File: config.mk
export PLATFORM = sky130hd
export DESIGN_NAME = pin_arbiter
export DESIGN_NICKNAME = d
export VERILOG_FILES = /design/src/rtl/pio_pins_pkg.sv /design/src/rtl/pin_arbiter_rr_picker.sv /design/src/rtl/pin_arbiter.sv
export SDC_FILE = /design/constraint.sdc
export NUM_CORES = 1
export LEC_CHECK = 0
export ABC_AREA = 1
export CAP_MARGIN = 0
export CELL_PAD_IN_SITES_DETAIL_PLACEMENT = 1
export CELL_PAD_IN_SITES_GLOBAL_PLACEMENT = 1
export CORE_ASPECT_RATIO = 1.75
export CORE_MARGIN = 4
export CORE_UTILIZATION = 27
export CTS_CLUSTER_DIAMETER = 50
export DETAILED_ROUTE_END_ITERATION = 10
export PLACE_DENSITY_LB_ADDON = 0.08
export SYNTH_ARGS = -nofsm -noshare
export SYNTH_HDL_FRONTEND = slang
export SYNTH_SLANG_ARGS = --single-unit
File: constraint.sdc
create_clock -name clock -period 8.1 [get_ports clock]
set_clock_uncertainty 0.15 [all_clocks]
set_input_delay 2.43 -clock clock [delete_from_list [all_inputs] [get_ports clock]]
set_output_delay 2.43 -clock clock [all_outputs]
set_load 0.1 [all_outputs]
File: src/rtl/pio_pins_pkg.sv
// Shared definitions for the Pins-block arbiter: requester count, the
// per-requester pin configuration record and its packed width.
package pio_pins_pkg;

    // Number of state-machine requesters sharing the Pins block.
    localparam int NUM_SM = 4;

    // Width of one configuration field (base or count).
    localparam int CFG_FIELD_W = 9;

    // Width of one packed pin configuration record.
    localparam int PIN_CFG_W = 4 * CFG_FIELD_W;

    // Width of one requester's write data slice.
    localparam int DATA_W = 32;

    // Packed configuration, MSB first: {inBase, inCount, outBase, outCount}.
    typedef struct packed {
        logic [CFG_FIELD_W-1:0] in_base;
        logic [CFG_FIELD_W-1:0] in_count;
        logic [CFG_FIELD_W-1:0] out_base;
        logic [CFG_FIELD_W-1:0] out_count;
    } pin_cfg_t;

endpackage

File: src/rtl/pin_arbiter_rr_picker.sv
// Round-robin picker: starting at rr_i, find the first eligible requester,
// wrapping modulo N. Purely combinational.
module rr_picker #(
    parameter int N     = 4,
    parameter int IDX_W = (N > 1) ? $clog2(N) : 1
) (
    input  logic [N-1:0]     eligible_i,
    input  logic [IDX_W-1:0] rr_i,
    output logic [N-1:0]     grant_o,
    output logic [IDX_W-1:0] grant_idx_o,
    output logic             any_o
);

    logic [IDX_W:0] cand;

    // Walk the requesters from the pointer, remembering only the first hit.
    always_comb begin
        grant_o     = '0;
        grant_idx_o = '0;
        any_o       = 1'b0;
        cand        = '0;
        for (int k = 0; k < N; k++) begin
            cand = {1'b0, rr_i} + (IDX_W+1)'(k);
            if (cand >= (IDX_W+1)'(N)) begin
                cand = cand - (IDX_W+1)'(N);
            end
            if (!any_o && eligible_i[cand[IDX_W-1:0]]) begin
                any_o                      = 1'b1;
                grant_idx_o                = cand[IDX_W-1:0];
                grant_o[cand[IDX_W-1:0]]   = 1'b1;
            end
        end
    end

endmodule

File: src/rtl/pin_arbiter.sv
// Arbitrates NUM_SM state-machine requesters onto the single shared Pins
// block. One transaction may be accepted per cycle; the accepted request
// drives the Pins outputs the following cycle and its response strobe
// fires the cycle after that.
//
// Handshake: a requester holds reqValid until it sees reqAck high in the
// same cycle; reqAck is combinational and one-hot, and reqValid & reqAck at
// a rising edge is the acceptance. There is no backpressure on responses:
// rspValid is a single-cycle one-hot strobe the requester must take.
module pin_arbiter #(
    parameter int NUM_SM = pio_pins_pkg::NUM_SM
) (
    input  logic                 clock,
    input  logic                 reset,
    input  logic [NUM_SM-1:0]    smEnable,
    input  logic [NUM_SM-1:0]    reqValid,
    input  logic [NUM_SM-1:0]    reqWrite,
    input  logic [32*NUM_SM-1:0] reqData,
    input  logic [36*NUM_SM-1:0] reqCfg,
    input  logic [NUM_SM-1:0]    reqSideEn,
    input  logic [NUM_SM-1:0]    reqSideVal,
    output logic [NUM_SM-1:0]    reqAck,
    output logic [NUM_SM-1:0]    rspValid,
    output logic [31:0]          rspData,
    output logic [8:0]           cfg_inBase,
    output logic [8:0]           cfg_inCount,
    output logic [8:0]           cfg_outBase,
    output logic [8:0]           cfg_outCount,
    output logic [31:0]          write_data,
    output logic                 write_enable,
    output logic                 sideSet,
    input  logic [31:0]          pinRead
);

    import pio_pins_pkg::*;

    localparam int IDX_W = (NUM_SM > 1) ? $clog2(NUM_SM) : 1;

    // Arbitration state and picker results.
    logic [IDX_W-1:0]  rr_q, rr_d;
    logic [NUM_SM-1:0] eligible;
    logic [NUM_SM-1:0] pick_grant;
    logic [IDX_W-1:0]  pick_idx;
    logic              pick_any;
    logic              accept;

    // Fields of the requester being accepted this cycle.
    pin_cfg_t          sm_cfg [NUM_SM];
    pin_cfg_t          sel_cfg;
    logic [31:0]       sel_data;
    logic              sel_write;
    logic              sel_side_en;
    logic              sel_side_val;

    // Pins-facing registers (the N+1 stage).
    pin_cfg_t          cfg_q, cfg_d;
    logic [31:0]       wdata_q, wdata_d;
    logic              we_q, we_d;
    logic              side_q, side_d;
    logic              pend_valid_q, pend_valid_d;
    logic [IDX_W-1:0]  pend_idx_q, pend_idx_d;

    // Response registers (the N+2 stage).
    logic [NUM_SM-1:0] rsp_valid_q, rsp_valid_d;
    logic [31:0]       rsp_data_q, rsp_data_d;

    assign eligible = reqValid & smEnable;

    rr_picker #(
        .N     (NUM_SM),
        .IDX_W (IDX_W)
    ) u_rr_picker (
        .eligible_i  (eligible),
        .rr_i        (rr_q),
        .grant_o     (pick_grant),
        .grant_idx_o (pick_idx),
        .any_o       (pick_any)
    );

    // Nothing is accepted while reset is held, so reqAck stays low then.
    assign accept = pick_any & ~reset;
    assign reqAck = accept ? pick_grant : '0;

    // Unpack the flat configuration bus into per-requester records.
    always_comb begin
        for (int k = 0; k < NUM_SM; k++) begin
            sm_cfg[k] = pin_cfg_t'(reqCfg[PIN_CFG_W*k +: PIN_CFG_W]);
        end
    end

    // Select the winning requester's payload.
    always_comb begin
        sel_cfg      = sm_cfg[pick_idx];
        sel_data     = reqData[DATA_W*pick_idx +: DATA_W];
        sel_write    = reqWrite[pick_idx];
        sel_side_en  = reqSideEn[pick_idx];
        sel_side_val = reqSideVal[pick_idx];
    end

    // Pointer moves just past the winner; it holds when nobody is granted.
    always_comb begin
        rr_d = rr_q;
        if (accept) begin
            if (pick_idx == IDX_W'(NUM_SM - 1)) begin
                rr_d = '0;
            end else begin
                rr_d = pick_idx + IDX_W'(1);
            end
        end
    end

    // Pins next state: reads touch only the input window so the output
    // enables on the pins are left alone; idle cycles hold everything.
    always_comb begin
        cfg_d        = cfg_q;
        wdata_d      = wdata_q;
        we_d         = 1'b0;
        side_d       = side_q;
        pend_valid_d = accept;
        pend_idx_d   = pend_idx_q;
        if (accept) begin
            pend_idx_d     = pick_idx;
            cfg_d.in_base  = sel_cfg.in_base;
            cfg_d.in_count = sel_cfg.in_count;
            if (sel_write) begin
                we_d            = 1'b1;
                wdata_d         = sel_data;
                cfg_d.out_base  = sel_cfg.out_base;
                cfg_d.out_count = sel_cfg.out_count;
            end
            if (sel_side_en) begin
                side_d = sel_side_val;
            end
        end
    end

    // Response next state: capture the pins at the end of the Pins cycle
    // for reads and writes alike, and strobe the owning requester.
    always_comb begin
        rsp_valid_d = '0;
        rsp_data_d  = rsp_data_q;
        if (pend_valid_q) begin
            rsp_valid_d[pend_idx_q] = 1'b1;
            rsp_data_d              = pinRead;
        end
    end

    // State registers; reset drops any in-flight transaction.
    always_ff @(posedge clock) begin
        if (reset) begin
            rr_q         <= '0;
            cfg_q        <= '0;
            wdata_q      <= '0;
            we_q         <= 1'b0;
            side_q       <= 1'b0;
            pend_valid_q <= 1'b0;
            pend_idx_q   <= '0;
            rsp_valid_q  <= '0;
            rsp_data_q   <= '0;
        end else begin
            rr_q         <= rr_d;
            cfg_q        <= cfg_d;
            wdata_q      <= wdata_d;
            we_q         <= we_d;
            side_q       <= side_d;
            pend_valid_q <= pend_valid_d;
            pend_idx_q   <= pend_idx_d;
            rsp_valid_q  <= rsp_valid_d;
            rsp_data_q   <= rsp_data_d;
        end
    end

    assign cfg_inBase   = cfg_q.in_base;
    assign cfg_inCount  = cfg_q.in_count;
    assign cfg_outBase  = cfg_q.out_base;
    assign cfg_outCount = cfg_q.out_count;
    assign write_data   = wdata_q;
    assign write_enable = we_q;
    assign sideSet      = side_q;
    assign rspValid     = rsp_valid_q;
    assign rspData      = rsp_data_q;

endmodule

After elaboration in Yosys (flattened, before gate mapping)
Index checks and enable logic that the tools add are counted.
- $add $sub $neg: 8
- $lt $le $gt $ge: 16
- equal/unequal tests: 1
- shift operators: 1
- mux-type cells: 46
- bitwise operators: 9
- reductions and logical operators: 15
- operators by type and width (kind ; count):
    128-bit by 8-bit variable part select with 32-bit output ; 1
    36-bit binary-select mux with 2-bit select ; 1
    36-bit two-way mux ; 2
    4-bit two-way mux ; 5
    2-bit by 3-bit less-than comparator with 1-bit output, second input constant ; 6
    2-bit two-way mux ; 9
    1-bit two-way mux ; 17
    1-bit binary-select mux with 2-bit select ; 7
    3-bit greater-or-equal comparator, second input constant ; 4
    4-bit OR ; 3
    1-bit demux with 2-bit select ; 5
    2-bit by 1-bit greater-or-equal comparator with 1-bit output, second input constant ; 5
    1-bit logical AND ; 8
    2-bit by 1-bit subtractor with 2-bit output, second input constant ; 4
    2-bit by 2-bit adder with 3-bit output, second input constant ; 2
    4-bit bitwise AND ; 1
    2-bit AND reduction ; 2
    2-bit OR reduction ; 2
    2-bit by 1-bit adder with 3-bit output, second input constant ; 1
    2-bit by 3-bit greater-or-equal comparator with 1-bit output, second input constant ; 1
    1-bit zero test ; 3
    1-bit NOT ; 3
    2-bit NOT with 3-bit output ; 1
    2-bit by 1-bit adder with 2-bit output, second input constant ; 1
    2 further kinds ; 2
- register bits: 111
- input bits: 326
- output and inout port bits: 110
- word-level logic and storage cells: 108

Logic depth before layout (Yosys ltp)
- depth after elaboration: 18
- mapped depth: 18
- mapped depth without buffers: 16

Hierarchy
A second synthesis with hierarchy kept.
- cells, all modules: 1128
- area total of the unflattened synthesis: 6668.9 um2
- modules (own cells, without submodules) (module ; instances ; cells each ; area an instance (um2) ; seq. area each (um2)):
    pin_arbiter ; 1 ; 1054 ; 6228.5 ; 2222.1
    rr_picker ; 1 ; 74 ; 440.4 ; 0.0

Least setup slack after synthesis
Ideal clock, no wire load.
- path type: input to output
- start point: input port smEnable[1]
- end point: output port reqAck[0]
- arrival time: 4.729 ns
- data required time: 5.520 ns
- slack: 0.791 ns
- cell stages on the path: 7
- path buffers: 0
- cells stage by stage: nand3_1 > nand3_1 > nand2_1 > nand3_1 > nor2_1 > nand2_1 > a41oi_1
- word-level cells in the longest chain between the ends: 15
- elaborated cells between the ends (all ways): 28
- classes of those cells: mux (17); bitwise (5); reduce/logical (6)
- RTL lines (element ; line ; source):
    start, declared ; pin_arbiter.sv:15 ; input logic [NUM_SM-1:0] smEnable,
    4-bit bitwise AND (*) ; pin_arbiter.sv:67 ; assign eligible = reqValid & smEnable;
    1-bit binary-select mux with 2-bit select ; pin_arbiter_rr_picker.sv:27 ; if (!any_o && eligible_i[cand[IDX_W-1:0]]) begin
    1-bit two-way mux (implied by the code) ; pin_arbiter_rr_picker.sv:27 ;
    1-bit two-way mux ; pin_arbiter_rr_picker.sv:27 ;
    1-bit zero test ; pin_arbiter_rr_picker.sv:27 ;
    1-bit logical AND ; pin_arbiter_rr_picker.sv:27 ;
    1-bit two-way mux ; pin_arbiter_rr_picker.sv:27 ;
    1-bit zero test ; pin_arbiter_rr_picker.sv:27 ;
    1-bit logical AND ; pin_arbiter_rr_picker.sv:27 ;
    1-bit two-way mux ; pin_arbiter_rr_picker.sv:27 ;
    1-bit zero test ; pin_arbiter_rr_picker.sv:27 ;
    1-bit logical AND ; pin_arbiter_rr_picker.sv:27 ;
    1-bit two-way mux ; pin_arbiter_rr_picker.sv:27 ;
    1-bit bitwise AND ; pin_arbiter.sv:81 ; assign accept = pick_any & ~reset;
    4-bit two-way mux (*) ; pin_arbiter.sv:82 ; assign reqAck = accept ? pick_grant : '0;
    end, declared ; pin_arbiter.sv:22 ; output logic [NUM_SM-1:0] reqAck,
Mark *: on every way between the ends. The rest lies on a longest branch, timed or not. The select of a mux whose other input is x is not followed.

Worst setup path after layout
Same ends and word-level chain as after synthesis.

==> qor.yml <==
grt:
  antenna_found_initial: 15
  grt_pass1_vias: 10700
  overflow: 0
  grt_max_degree: 86
  grt_pass1_wl_um: 60200
  track_usage_pct: 23.2
sta:
  relSlewSlack_pct: 21.2
  setup_tns_ps: 0
  setup_viol: 0
  timing.hold.ws_ps: 299
  max_slew.worst_pin.slew_ps: 1180
  period_share_pct: 86.7
  rsz0062_at_grt: "false"
  min_period_ps: 7020
  maxSlewViolCount: 0
  fmax_ghz: 0.142
  hold_viol_final: 0
  worst_slack_ps: 1080
floorplanning:
  start_util_pct: 27.5
  core_mm2: 0.0294
  die_area_mm2: 0.0328
  die_h_um: 237
  io_pins: 436
  rows: 83
  die_width_um: 139
placed_design:
  place_congestion: 0.836
  pre_cts_ws_ps: 1110
  portBuffers: 435
  post_dp_cell_area_mm2: 0.0126
  place_inst: 2125
  place_hpwl_um: 29700
yosys:
  ys_types: 30
  yosys-top-cells-area: "dfxtp_1, nand3_1, inv_1, nand2_1, nor2_1"
  yosysTopAreaCellShare_pct: 27.5
  yosys_warnings: 0
  syn_area_mm2: 0.00808
  yosys.area.top_type: "dfxtp_1"
  seq_area_frac_synth_pct: 27.5
  syn_area_per_cell_um2: 5.81
  ys_ff_latch: 111
  syn_inst: 1390
  synth_nets: 1725
worst_setup_path:
  cp.arrival_ps: 4440
  critPathMaxStageDelay_ps: 450
  critPathMostFrequentCell: "nand3_1"
  worstPathMaxFanout: 4
  reg2reg_depth: 17
  critPathRequiredTime_ps: 5520
  r2r_start: "rr_q[0]"
  crit_slowest_cell: "clkdlybuf4s50_1"
  crit_start: "smEnable[1]"
  path_cells: "clkdlybuf4s50_1, nand3_1, nand3_1, nand2_1, nand3_1, nor2_1, nand2_1, a41oi_1, buf_12"
  critPathCaptureType: "primary output"
  worst-setup-path-type: "input pin to primary output"
  r2r_end: "write_data[3]"
  crit_path_start_kind: "input pin"
  r2r_setup_slack_ps: 3450
layout:
  stdcell_count: 2151
  multi_input_area_mm2: 0.00429
  seq_area_mm2: 0.00222
  fillers: 3950
  drive_gt1_share_pct: 3.41
  num-nets-final: 2089
  post-route-util_pct: 43.8
  layout_commonest_cell: "clkdlybuf4s50_1"
  design_area_mm2: 0.0129
  syn_to_final_growth_pct: 59.5
  mostFrequentLayoutCells: "clkdlybuf4s50_1, nand3_1, inv_1"
detailed_routing:
  viasPerCell: 4.72
  dr.first_iter.drc_count: 321
  drtAntennaViolNets: 0
  finalWirelength_um: 39100
  drcViolationCount: 0
  wl_per_cell_um: 18.2
  firstDrtPassIters: 4
  vias: 10200
worst_hold_path:
  min_path_type: "flop to flop"
  min_to: "rspValid[0]"
  min_from: "pend_idx_q[1]"
  holdPathStages: 1
pwr:
  power_leakage_nw: 6.30
  max-vdd-ir-drop_uv: 333
  p_total_mw: 5.93
  p_per_area_mw_per_mm2: 461
clocking:
  htreeDepth: 3
  root_buffer: "clkbuf_16"
  cts_sinks: 111
  cts_buffer_depth: 2
  cts_resized: 0
  cts_buffers: 9
  hold_buffers: 0
  cts_tree: "built"
  worst_skew_pair.late_latency_ps: 380
  cts.reportedPaths.clkPinSlew_ps: 90
  post_cts_buffers: 0
flow_run:
  maxCapViolCount: 0
status:
  status: "complete, no violations"
-- how the worst max path moves through the flow --
stage / end / slack [ps] / depth (start not counted)
5_1_grt: reqAck[2] / 960 / 9
3_5_place_dp: reqAck[1] / 1110 / 9
3_3_place_gp: reqAck[0] / 1200 / 10
2_1_floorplan: reqAck[0] / 790 / 7
6_report: reqAck[0] / 1080 / 9
4_1_cts: reqAck[1] / 1110 / 9
-- flip-flops by register name, summed over array words and instances, names as in the netlist --
signal	count
rr_q	2
pend_valid_q	1
pend_idx_q	2
cfg_outBase	9
cfg_inBase	9
cfg_inCount	9
write_data	32
cfg_outCount	9
rspData	32
write_enable	1
rspValid	4
sideSet	1
-- metal layers --
layer,global-route usage [%],vias to the layer above,wire (um)
met4,10.5,10,1420
met2,43.4,322,20700
li1,-,5049,-
met1,23.5,4716,14000
met5,0,-,69
met3,6.79,64,2940
-- synth_stat cells --
master and n:
inv_4 1, a211oi_1 1, buf_6 7, nand2_1 270
inv_2 4, nand2_2 5, nand2_4 2, o21ai_0 62
nor3_1 4, o21ai_2 1, o31ai_1 1, ha_1 9
clkbuf_1 35, a21oi_4 1, nand3_4 1, nor2_4 2
nor2_1 132, clkinv_1 2, nand3_1 308, dfxtp_1 111
o211ai_1 7, a21oi_1 55, o21a_1 22, nand3b_1 5
nand3_2 7, buf_2 36, a41oi_1 4, buf_1 2
buf_4 17, inv_1 276
-- kinds of logic after synthesis --
group                      count (synthesis)  synth area share (%)
DFF                                      111                  27.5
buffers and inverters                    380                  19.7
AOI/OAI and AO/OA                        154                  10.9
and+or+nand+nor                          736                  40.5
adders and majority gates                  9                  1.39
-- final cells by class --
type | instances | share of cell area [%]
repair buffers | 450 | 35.0
flip-flops and latches | 111 | 17.2
diodes | 10 | 0.194
well taps | 382 | 3.71
multi-input cells | 899 | 33.3
clock buffers | 10 | 1.78
inverters | 283 | 8.28
clock inverters | 6 | 0.486
-- critical path: cells and delay by family --
family / cells / cell delay [ps]
AOI/OAI and AO/OA: 1 / 360
buffers and inverters: 2 / 680
and+or+nand+nor: 6 / 960
-- where the power goes --
part,leakage [nW],total [mW],internal [mW],switching [mW]
logic,5.24,4.62,1.28,3.35
clock network,0.143,0.471,0.219,0.252
registers,0.918,0.838,0.725,0.113
No activity file was read; power rests on OpenSTA's default activity.
